[config.mk]
export PLATFORM = sky130hd
export DESIGN_NAME = cnn_layer_sequencer
export DESIGN_NICKNAME = d
export VERILOG_FILES = /design/src/rtl/cnn_pkg.sv /design/src/rtl/seq_watchdog.sv /design/src/rtl/cnn_layer_sequencer.sv
export SDC_FILE = /design/constraint.sdc
export NUM_CORES = 1
export LEC_CHECK = 0
export CORE_ASPECT_RATIO = 1.25
export CORE_MARGIN = 4
export CORE_UTILIZATION = 40
export CTS_CLUSTER_DIAMETER = 30
export CTS_CLUSTER_SIZE = 14
export DETAILED_ROUTE_END_ITERATION = 7
export SLEW_MARGIN = 10
export SYNTH_ARGS = -nofsm -noshare
export SYNTH_HDL_FRONTEND = slang
export SYNTH_SLANG_ARGS = --single-unit
[constraint.sdc]
create_clock -name clk -period 4 [get_ports clk]
set_clock_uncertainty 0.2 [all_clocks]
set_input_delay 0.6 -clock clk [delete_from_list [all_inputs] [get_ports clk]]
set_output_delay 0.6 -clock clk [all_outputs]
set_load 0.03 [all_outputs]
[src/rtl/cnn_pkg.sv]
// Shared types and constants for the CNN layer sequencer.
package cnn_pkg;

  localparam int unsigned NUM_STAGES_DFLT = 3;

  // Engine order within a run.
  localparam int unsigned STG_CONV  = 0;
  localparam int unsigned STG_POOL  = 1;
  localparam int unsigned STG_DENSE = 2;

  typedef logic [$clog2(NUM_STAGES_DFLT)-1:0] stage_idx_t;

  typedef enum logic [2:0] {
    IDLE,
    LAUNCH,
    WAIT,
    GAP,
    FINISH,
    ERROR
  } seq_state_t;

endpackage

[src/rtl/seq_watchdog.sv]
// Per-stage watchdog: loadable down-counter that flags the last allowed WAIT cycle.
module seq_watchdog #(
  parameter int unsigned TIMEOUT_CYCLES = 1048576
) (
  input  logic clk,
  input  logic rst_n,
  input  logic clear,
  input  logic load,
  input  logic en,
  output logic expire
);

  localparam int unsigned CW = (TIMEOUT_CYCLES == 0) ? 1 : $clog2(TIMEOUT_CYCLES + 1);
  localparam logic [CW-1:0] LOAD_VAL = CW'(TIMEOUT_CYCLES);
  localparam bit ENABLED = (TIMEOUT_CYCLES != 0);

  logic [CW-1:0] cnt_q;

  // Count remaining WAIT cycles; holds at zero rather than wrapping.
  always_ff @(posedge clk or negedge rst_n) begin
    if (!rst_n) begin
      cnt_q <= '0;
    end else if (clear) begin
      cnt_q <= '0;
    end else if (load) begin
      cnt_q <= LOAD_VAL;
    end else if (en && (cnt_q != '0)) begin
      cnt_q <= cnt_q - CW'(1);
    end
  end

  // A count of one during WAIT means this is the final permitted cycle.
  assign expire = ENABLED && en && (cnt_q == CW'(1));

endmodule

[src/rtl/cnn_layer_sequencer.sv]
// Layer scheduler: launches engines in order, owns the shared-buffer select,
// watches each stage for a hang and records the length of the last good run.
module cnn_layer_sequencer
  import cnn_pkg::*;
#(
  parameter int unsigned NUM_STAGES     = 3,
  parameter int unsigned TIMEOUT_CYCLES = 1048576,
  parameter int unsigned CNT_W          = 32
) (
  input  logic                          clk,
  input  logic                          rst_n,
  input  logic                          start,
  input  logic                          abort,
  output logic [NUM_STAGES-1:0]         stage_start,
  input  logic [NUM_STAGES-1:0]         stage_done,
  output logic [$clog2(NUM_STAGES)-1:0] owner_sel,
  output logic                          owner_valid,
  output logic                          busy,
  output logic                          done,
  output logic                          error,
  output logic [$clog2(NUM_STAGES)-1:0] err_stage,
  output logic [CNT_W-1:0]              total_cycles
);

  localparam int unsigned IW = $clog2(NUM_STAGES);

  seq_state_t     state_q, state_d;
  logic [IW-1:0]  idx_q, idx_d;
  logic [CNT_W-1:0] run_cnt_q, run_cnt_d, total_d;
  logic           wd_expire;
  logic           in_busy;

  seq_watchdog #(
    .TIMEOUT_CYCLES(TIMEOUT_CYCLES)
  ) u_watchdog (
    .clk   (clk),
    .rst_n (rst_n),
    .clear (abort),
    .load  (state_q == LAUNCH),
    .en    (state_q == WAIT),
    .expire(wd_expire)
  );

  assign in_busy = (state_q inside {LAUNCH, WAIT, GAP, FINISH});

  // Next state, stage index and saturating run counter.
  always_comb begin
    state_d   = state_q;
    idx_d     = idx_q;
    run_cnt_d = run_cnt_q;
    if (in_busy && !(&run_cnt_q)) begin
      run_cnt_d = run_cnt_q + CNT_W'(1);
    end
    unique case (state_q)
      IDLE: begin
        if (start) begin
          state_d   = LAUNCH;
          idx_d     = '0;
          run_cnt_d = '0;
        end
      end
      LAUNCH: state_d = WAIT;
      WAIT: begin
        // Done on the final watchdog cycle still counts as success.
        if (stage_done[idx_q]) begin
          state_d = (idx_q == IW'(NUM_STAGES - 1)) ? FINISH : GAP;
        end else if (wd_expire) begin
          state_d = ERROR;
        end
      end
      GAP: begin
        idx_d   = idx_q + IW'(1);
        state_d = LAUNCH;
      end
      FINISH:  state_d = IDLE;
      ERROR:   state_d = ERROR;
      default: state_d = IDLE;
    endcase
    if (abort) begin
      state_d = IDLE;
    end
    // Run length includes the FINISH cycle itself.
    total_d = (&run_cnt_d) ? run_cnt_d : run_cnt_d + CNT_W'(1);
  end

  // State, index and counter registers.
  always_ff @(posedge clk or negedge rst_n) begin
    if (!rst_n) begin
      state_q   <= IDLE;
      idx_q     <= '0;
      run_cnt_q <= '0;
    end else begin
      state_q   <= state_d;
      idx_q     <= idx_d;
      run_cnt_q <= run_cnt_d;
    end
  end

  // Outputs registered from the next state so they line up with it.
  always_ff @(posedge clk or negedge rst_n) begin
    if (!rst_n) begin
      stage_start  <= '0;
      owner_valid  <= 1'b0;
      busy         <= 1'b0;
      done         <= 1'b0;
      error        <= 1'b0;
      err_stage    <= '0;
      total_cycles <= '0;
    end else begin
      stage_start <= (state_d == LAUNCH) ? (NUM_STAGES'(1) << idx_d) : '0;
      owner_valid <= (state_d inside {LAUNCH, WAIT});
      busy        <= (state_d inside {LAUNCH, WAIT, GAP, FINISH});
      done        <= (state_d == FINISH);
      error       <= (state_d == ERROR);
      if ((state_d == ERROR) && (state_q != ERROR)) begin
        err_stage <= idx_q;
      end
      if (state_d == FINISH) begin
        total_cycles <= total_d;
      end
    end
  end

  assign owner_sel = idx_q;

endmodule

# --- Word level (Yosys, flattened, before mapping) ---
# Cells that the tools add are included.
op_classes:
  mux: 18
  n_eq_ne: 13
  n_reduce_logical: 13
  magnitude_cmp: 1
  shifts: 1
  addsub: 4
op_table:
  columns: ["operator", "n"]
  rows:
  - ["2-to-1 mux 32 bit", 4]
  - ["adder 32 x 1 -> 32 bit (second input constant)", 2]
  - ["AND reduction 32 bit", 2]
  - ["2-to-1 mux 21 bit", 3]
  - ["== test 21 x 1 -> 1 bit (second input constant)", 1]
  - ["nonzero test 21 bit", 1]
  - ["subtractor 21 x 1 -> 21 bit (second input constant)", 1]
  - ["2-to-1 mux 3 bit", 6]
  - ["one-hot mux 3 bit (5 select lines)", 1]
  - ["== test 3 x 2 -> 1 bit (second input constant)", 4]
  - ["== test 3 bit (second input constant)", 4]
  - ["nonzero test 4 bit", 2]
  - ["== test 3 x 1 -> 1 bit (second input constant)", 2]
  - ["logical AND 1 bit", 4]
  - ["one-hot mux 2 bit (2 select lines)", 1]
  - ["logical NOT 3 bit", 1]
  - ["< comparator 2 x 3 -> 1 bit (second input constant)", 1]
  - ["!= test 3 bit (second input constant)", 1]
  - ["nonzero test 3 bit", 1]
  - ["left shift 1 x 2 -> 3 bit (first input constant)", 1]
  - ["adder 2 x 1 -> 2 bit (second input constant)", 1]
  - ["binary-select mux 1 bit (select 2 bit)", 1]
  - ["== test 2 bit (second input constant)", 1]
  - ["2-to-1 mux 2 bit", 1]
  - ["3 further kinds", 3]
word_totals:
  reg_bits: 99
  out_inout_bits: 43
  word_cells: 61
  inputBits: 7

# --- Depth between registers and ports, before layout ---
logic_depth:
  depth_word: 8
  depth_mapped: 16
  ltp_nobuf: 13

# --- Hierarchy ---
# A second synthesis with hierarchy kept.
unflattened:
  cells_unflattened: 674
  area_unflattened_um2: 6110.9
modules_own_cells:
  columns: ["mod", "area_each_um2", "cells_each", "seq_area_each_um2", "n_inst"]
  rows:
  - ["cnn_layer_sequencer", 4724.5, 516, 1951.9, 1]
  - ["seq_watchdog", 1386.3, 158, 525.5, 1]

# --- Worst setup path before layout ---
# Ideal clock, no wire load.
synth_path:
  path_type: "register to register"
  from: "register run_cnt_q[8]"
  to: "register total_cycles[26]"
  path_slack_ns: 0.143
  path_stages_with_launch: 15
  t_arrival_ns: 3.526
  synth_period_minus_slack_ns: 3.857
  required_time_ns: 3.669
  path_cell_list: "dfrtp_1 nand3_1 or4_1 buf_2 nor3_4 o21ai_0 a21oi_1 ha_1 nand2_1 or3_1 buf_2 or3_4 nor4_2 xnor2_1 o21ai_1"
synth_between:
  elab_chain_cells: 8
  word_cells_on_any_way: 10
  classes_between: "2 x add/sub; 4 x mux; 4 x reduce/logical"
synth_lines:
  columns: ["item", "line_no", "source"]
  rows:
  - ["from (decl)", "cnn_layer_sequencer.sv:29", "logic [CNT_W-1:0] run_cnt_q, run_cnt_d, total_d;"]
  - ["from (signal assigned)", "cnn_layer_sequencer.sv:95", "run_cnt_q <= run_cnt_d;"]
  - ["AND reduction 32 bit (*)", "cnn_layer_sequencer.sv:51", "if (in_busy && !(&run_cnt_q)) begin"]
  - ["logical NOT 1 bit (*)", "cnn_layer_sequencer.sv:51", null]
  - ["logical AND 1 bit (*)", "cnn_layer_sequencer.sv:51", null]
  - ["2-to-1 mux 32 bit (*)", "cnn_layer_sequencer.sv:51", null]
  - ["2-to-1 mux 32 bit", "cnn_layer_sequencer.sv:56", "if (start) begin"]
  - ["2-to-1 mux 32 bit (*)", "cnn_layer_sequencer.sv:54", "unique case (state_q)"]
  - ["via run_cnt_d[1]", "cnn_layer_sequencer.sv:29", null]
  - ["adder 32 x 1 -> 32 bit or AND reduction 32 bit (tied branches)", "cnn_layer_sequencer.sv:83", "total_d = (&run_cnt_d) ? run_cnt_d : run_cnt_d + CNT_W'(1);"]
  - ["2-to-1 mux 32 bit (*)", "cnn_layer_sequencer.sv:83", null]
  - ["to (signal assigned)", "cnn_layer_sequencer.sv:119", "total_cycles <= total_d;"]
  - ["to (decl)", "cnn_layer_sequencer.sv:22", "output logic [CNT_W-1:0] total_cycles"]
# Mark *: on every way through the listed nets, which the timed path passes. The rest lies on a longest branch.
# A chain may end at the register's enable or synchronous reset.

# --- Worst setup path in the final report ---
layout_path:
  from: "register run_cnt_q[10]"
  to: "register total_cycles[27]"
layout_between:
  elab_chain_cells: 8
  word_cells_on_any_way: 10
  classes_between: "2 x add/sub; 4 x mux; 4 x reduce/logical"
layout_lines:
  columns: ["item", "line_no"]
  rows:
  - ["branches (longest 3 deep; another with adder 32 x 1 -> 32 bit)", null]
  - ["2-to-1 mux 32 bit (*)", "cnn_layer_sequencer.sv:51"]
  - ["2-to-1 mux 32 bit", "cnn_layer_sequencer.sv:56"]
  - ["2-to-1 mux 32 bit (*)", "cnn_layer_sequencer.sv:54"]
  - ["via run_cnt_d[10]", "cnn_layer_sequencer.sv:29"]
  - ["adder 32 x 1 -> 32 bit or AND reduction 32 bit (tied branches)", "cnn_layer_sequencer.sv:83"]
  - ["2-to-1 mux 32 bit (*)", "cnn_layer_sequencer.sv:83"]
# Mark *: on every way through the listed nets, which the timed path passes.

==> results.toml <==
[power_and_ir_drop]
netSwitchingPower_uw = 957
p_comb_frac = 0.269
power.leakage_uw = 0.00298
swShare = 0.333
peakVddDrop_uv = 202
pwr-share-seq = 0.408
p_per_area_nw_per_um2 = 386
pwr-share-clk = 0.322
p_int_uw = 1920

[synth]
synthArstFlopShare = 1.00
yosysWarnings = 0
synth-seq-cells = 99
avgSynthCellArea_um2 = 9.32
synthMostInstantiatedCell = "dfrtp_1"
synthFlopType = "dfrtp_1"
yosysUniqueCellTypes = 70
synth.area.top_cells = "dfrtp_1 (43%), xnor2_1 (7.7%), nand2_1 (4.8%)"
synth.top_cell.area_share = 0.425
synth_edf_count = 0
syn-cell-area_um2 = 5830
synth_commonest_cells = "dfrtp_1 (99), nand2_1 (75), xnor2_1 (51)"
synthCells = 625
yosysTopAreaCell = "dfrtp_1"
ys_seq_area_frac = 0.425
synth_nets = 638

[placement]
placed_cell_area_um2 = 7030
port_buffers = 49
place_hpwl_um = 12300
post-place-cells = 902
place_congestion = 0.969

[finish]
final_cells = 920
nNetsFinal = 750
drive_above_1_share = 0.202
diodes = 0
ff_latch_area_um2 = 2480
fill_cells = 1304
finish.instance_area_um2 = 7430
area_growth_pct = 27.5
multi_input_area_um2 = 3230

[clocking]
path_clk_slew_ps = 80
cts_max_path_buffers = 2
insertion_delay_ps = 360
htreeDepth = 3
cts_tree = "yes"
cts_root_buf = "clkbuf_16"
cts_buffers = 9
clkSinkCount = 99

[outcome]
status = "finished clean"

[sta]
layout_min_cycle_time_ps = 3890
fin_crit_sh = 0.972
drv_slew = 0
max_freq_mhz = 257
rsz0062_at_grt = "yes"
tightest_slew_ps = 1060
setup_viol = 0
hold_viol_final = 0
slew_headroom = 0.293

[routing]
drc_errors = 0
drtPass1Iterations = 6
vias = 5169
drtIter0Drc = 349
routedWlPerCell_um = 17.7
postRouteAntennaNets = 0
finalWirelength_um = 16200
routed_via_density = 5.62

[grt]
grt_max_degree = 84
overflow = 0
grt_pass1_wl_um = 27000
grt_usage = 0.206
grt_pass1_vias = 5225
antenna_found_initial = 0

[floorplan]
start_util = 0.406
num_rows = 49
core-area_um2 = 14300
dieArea_um2 = 16600
dieWidth_um = 116
die_y_um = 143
io_pins = 50

[flow_run]
maxCapViolCount = 0

[setup_path]
slowest_delay_ps = 500
arrival_ps = 3930
critPathLaunch = "run_cnt_q[10]"
required_ps = 4040
crit_buf_inv = 3
critical_path_class = "reg2reg"
worstPathCellList = "nand3_1 > buf_4 > nor4_4 > buf_4 > buf_4 > a2111oi_1 > mux2i_1 > o21ai_1 > nor3_2 > or3b_1 > a2111oi_2 > xnor2_1 > o21ai_1"
crit_slowest_cell = "or3b_1"
worst_path_dominant_cell_family = "compound AO/OA/AOI/OAI gates"
crit_top_cell = "buf_4"
startpoint_type = "register"
rr_startpoint = "run_cnt_q[10]"
cp_max_fo = 6
critPathCaptureType = "register"

[min_path]
hp-class = "in2async"
[path summary, 6_finish.rpt]
check                      cells past startpoint  slack [ps]             endpoint
max in group asynchronous                      2        2490        run_cnt_q[13]
hold / removal                                 1         230  u_watchdog.cnt_q[8]
setup / recovery                              13         110     total_cycles[27]
min in group clk                               2         280      total_cycles[3]
setup reg to reg                              13         110     total_cycles[27]
hold reg to reg                                2         280      total_cycles[3]
[cell usage in the layout (no fill, tap or decap), drive strengths merged, types with 4 or more instances in the layout]
master          n
dfrtp          99
buf            81
nand2          76
xnor2          51
clkdlybuf4s50  48
o21ai          46
nor2           42
nand3          29
nor3           27
a21oi          23
inv            20
a211oi         17
nor4           17
or3            13
and2           13
nand4          10
a2111oi        10
xor2            9
clkbuf          9
or4             9
and3            8
a31oi           7
nand2b          6
mux2i           6
ha              6
nor3b           5
o31ai           5
or2             5
and4            4
o311ai          4
[flip-flops by register name (all words and copies together), names as in the netlist]
name / flops
total_cycles: 32
owner_sel: 2
run_cnt_q: 32
stage_start: 3
busy: 1
error: 1
err_stage: 2
state_q: 3
u_watchdog.cnt_q: 21
done: 1
owner_valid: 1
[area by class of cell]
class / count / share of cell area
Clock buffer: 9 / 0.0303
Clock inverter: 7 / 0.0125
Inverter: 17 / 0.00859
Multi-Input combinational cell: 481 / 0.435
Sequential cell: 99 / 0.334
Tap cell: 178 / 0.0300
Timing Repair Buffer: 129 / 0.150
[worst reg2reg max path, cell delays in order (launching register included)]
cell and delay [ps]:
dfrtp_1 420, nand3_1 200, buf_4 200, nor4_4 50, buf_4 150, buf_4 150, a2111oi_1 480, mux2i_1 290
o21ai_1 160, nor3_2 250, or3b_1 500, a2111oi_2 440, xnor2_1 190, o21ai_1 80
[cell families after synthesis]
family | Yosys count | synth area share
buffers and inverters | 45 | 0.0329
and+or+nand+nor | 275 | 0.267
muxes | 8 | 0.0163
xor gates and xnor gates | 60 | 0.0902
DFF | 99 | 0.425
adders and majority gates | 6 | 0.0129
AOI/OAI and AO/OA | 132 | 0.156
[stage by stage]
stage	TNS [ps]	util	setup WS, ps	hold slack, ps	total power (uW)
after floorplan	0	-	143	104	1670
after global placement	-11.9	0.490	-11.9	264	1930
after detailed placement	-129	0.490	-48.5	274	1950
after CTS	-19.7	0.512	-19.7	276	2890
after global routing	-76.3	0.518	-38.5	317	3020
final	0	0.518	114	232	2870
[power groups by stage]
| stage | registers [uW] | clock network [uW] | logic (uW) |
|---|---|---|---|
| after detailed placement | 1190 | 0 | 758 |
| final | 1170 | 926 | 773 |
| after CTS | 1170 | 952 | 766 |
| after floorplan | 1240 | 0 | 427 |
| after global placement | 1190 | 0 | 741 |
| after global routing | 1190 | 991 | 843 |
[layer usage]
layer / wire length (um) / GRT usage / share of wire / vias up
met1: 6850 / 0.253 / 0.42 / 2521
met2: 8220 / 0.354 / 0.51 / 131
met5: 0 / 0 / 0 / -
li1: - / - / - / 2483
met3: 564 / 0.0339 / 0.035 / 34
met4: 613 / 0.0886 / 0.038 / 0
[what timing repair did]
item,CTS,global route
resized for setup,2,18
pin swaps,0,3
setup endpoints to repair,11,29
buffers inserted,0,2
hold buffers,0,0
(Power assumes the default switching activity.)
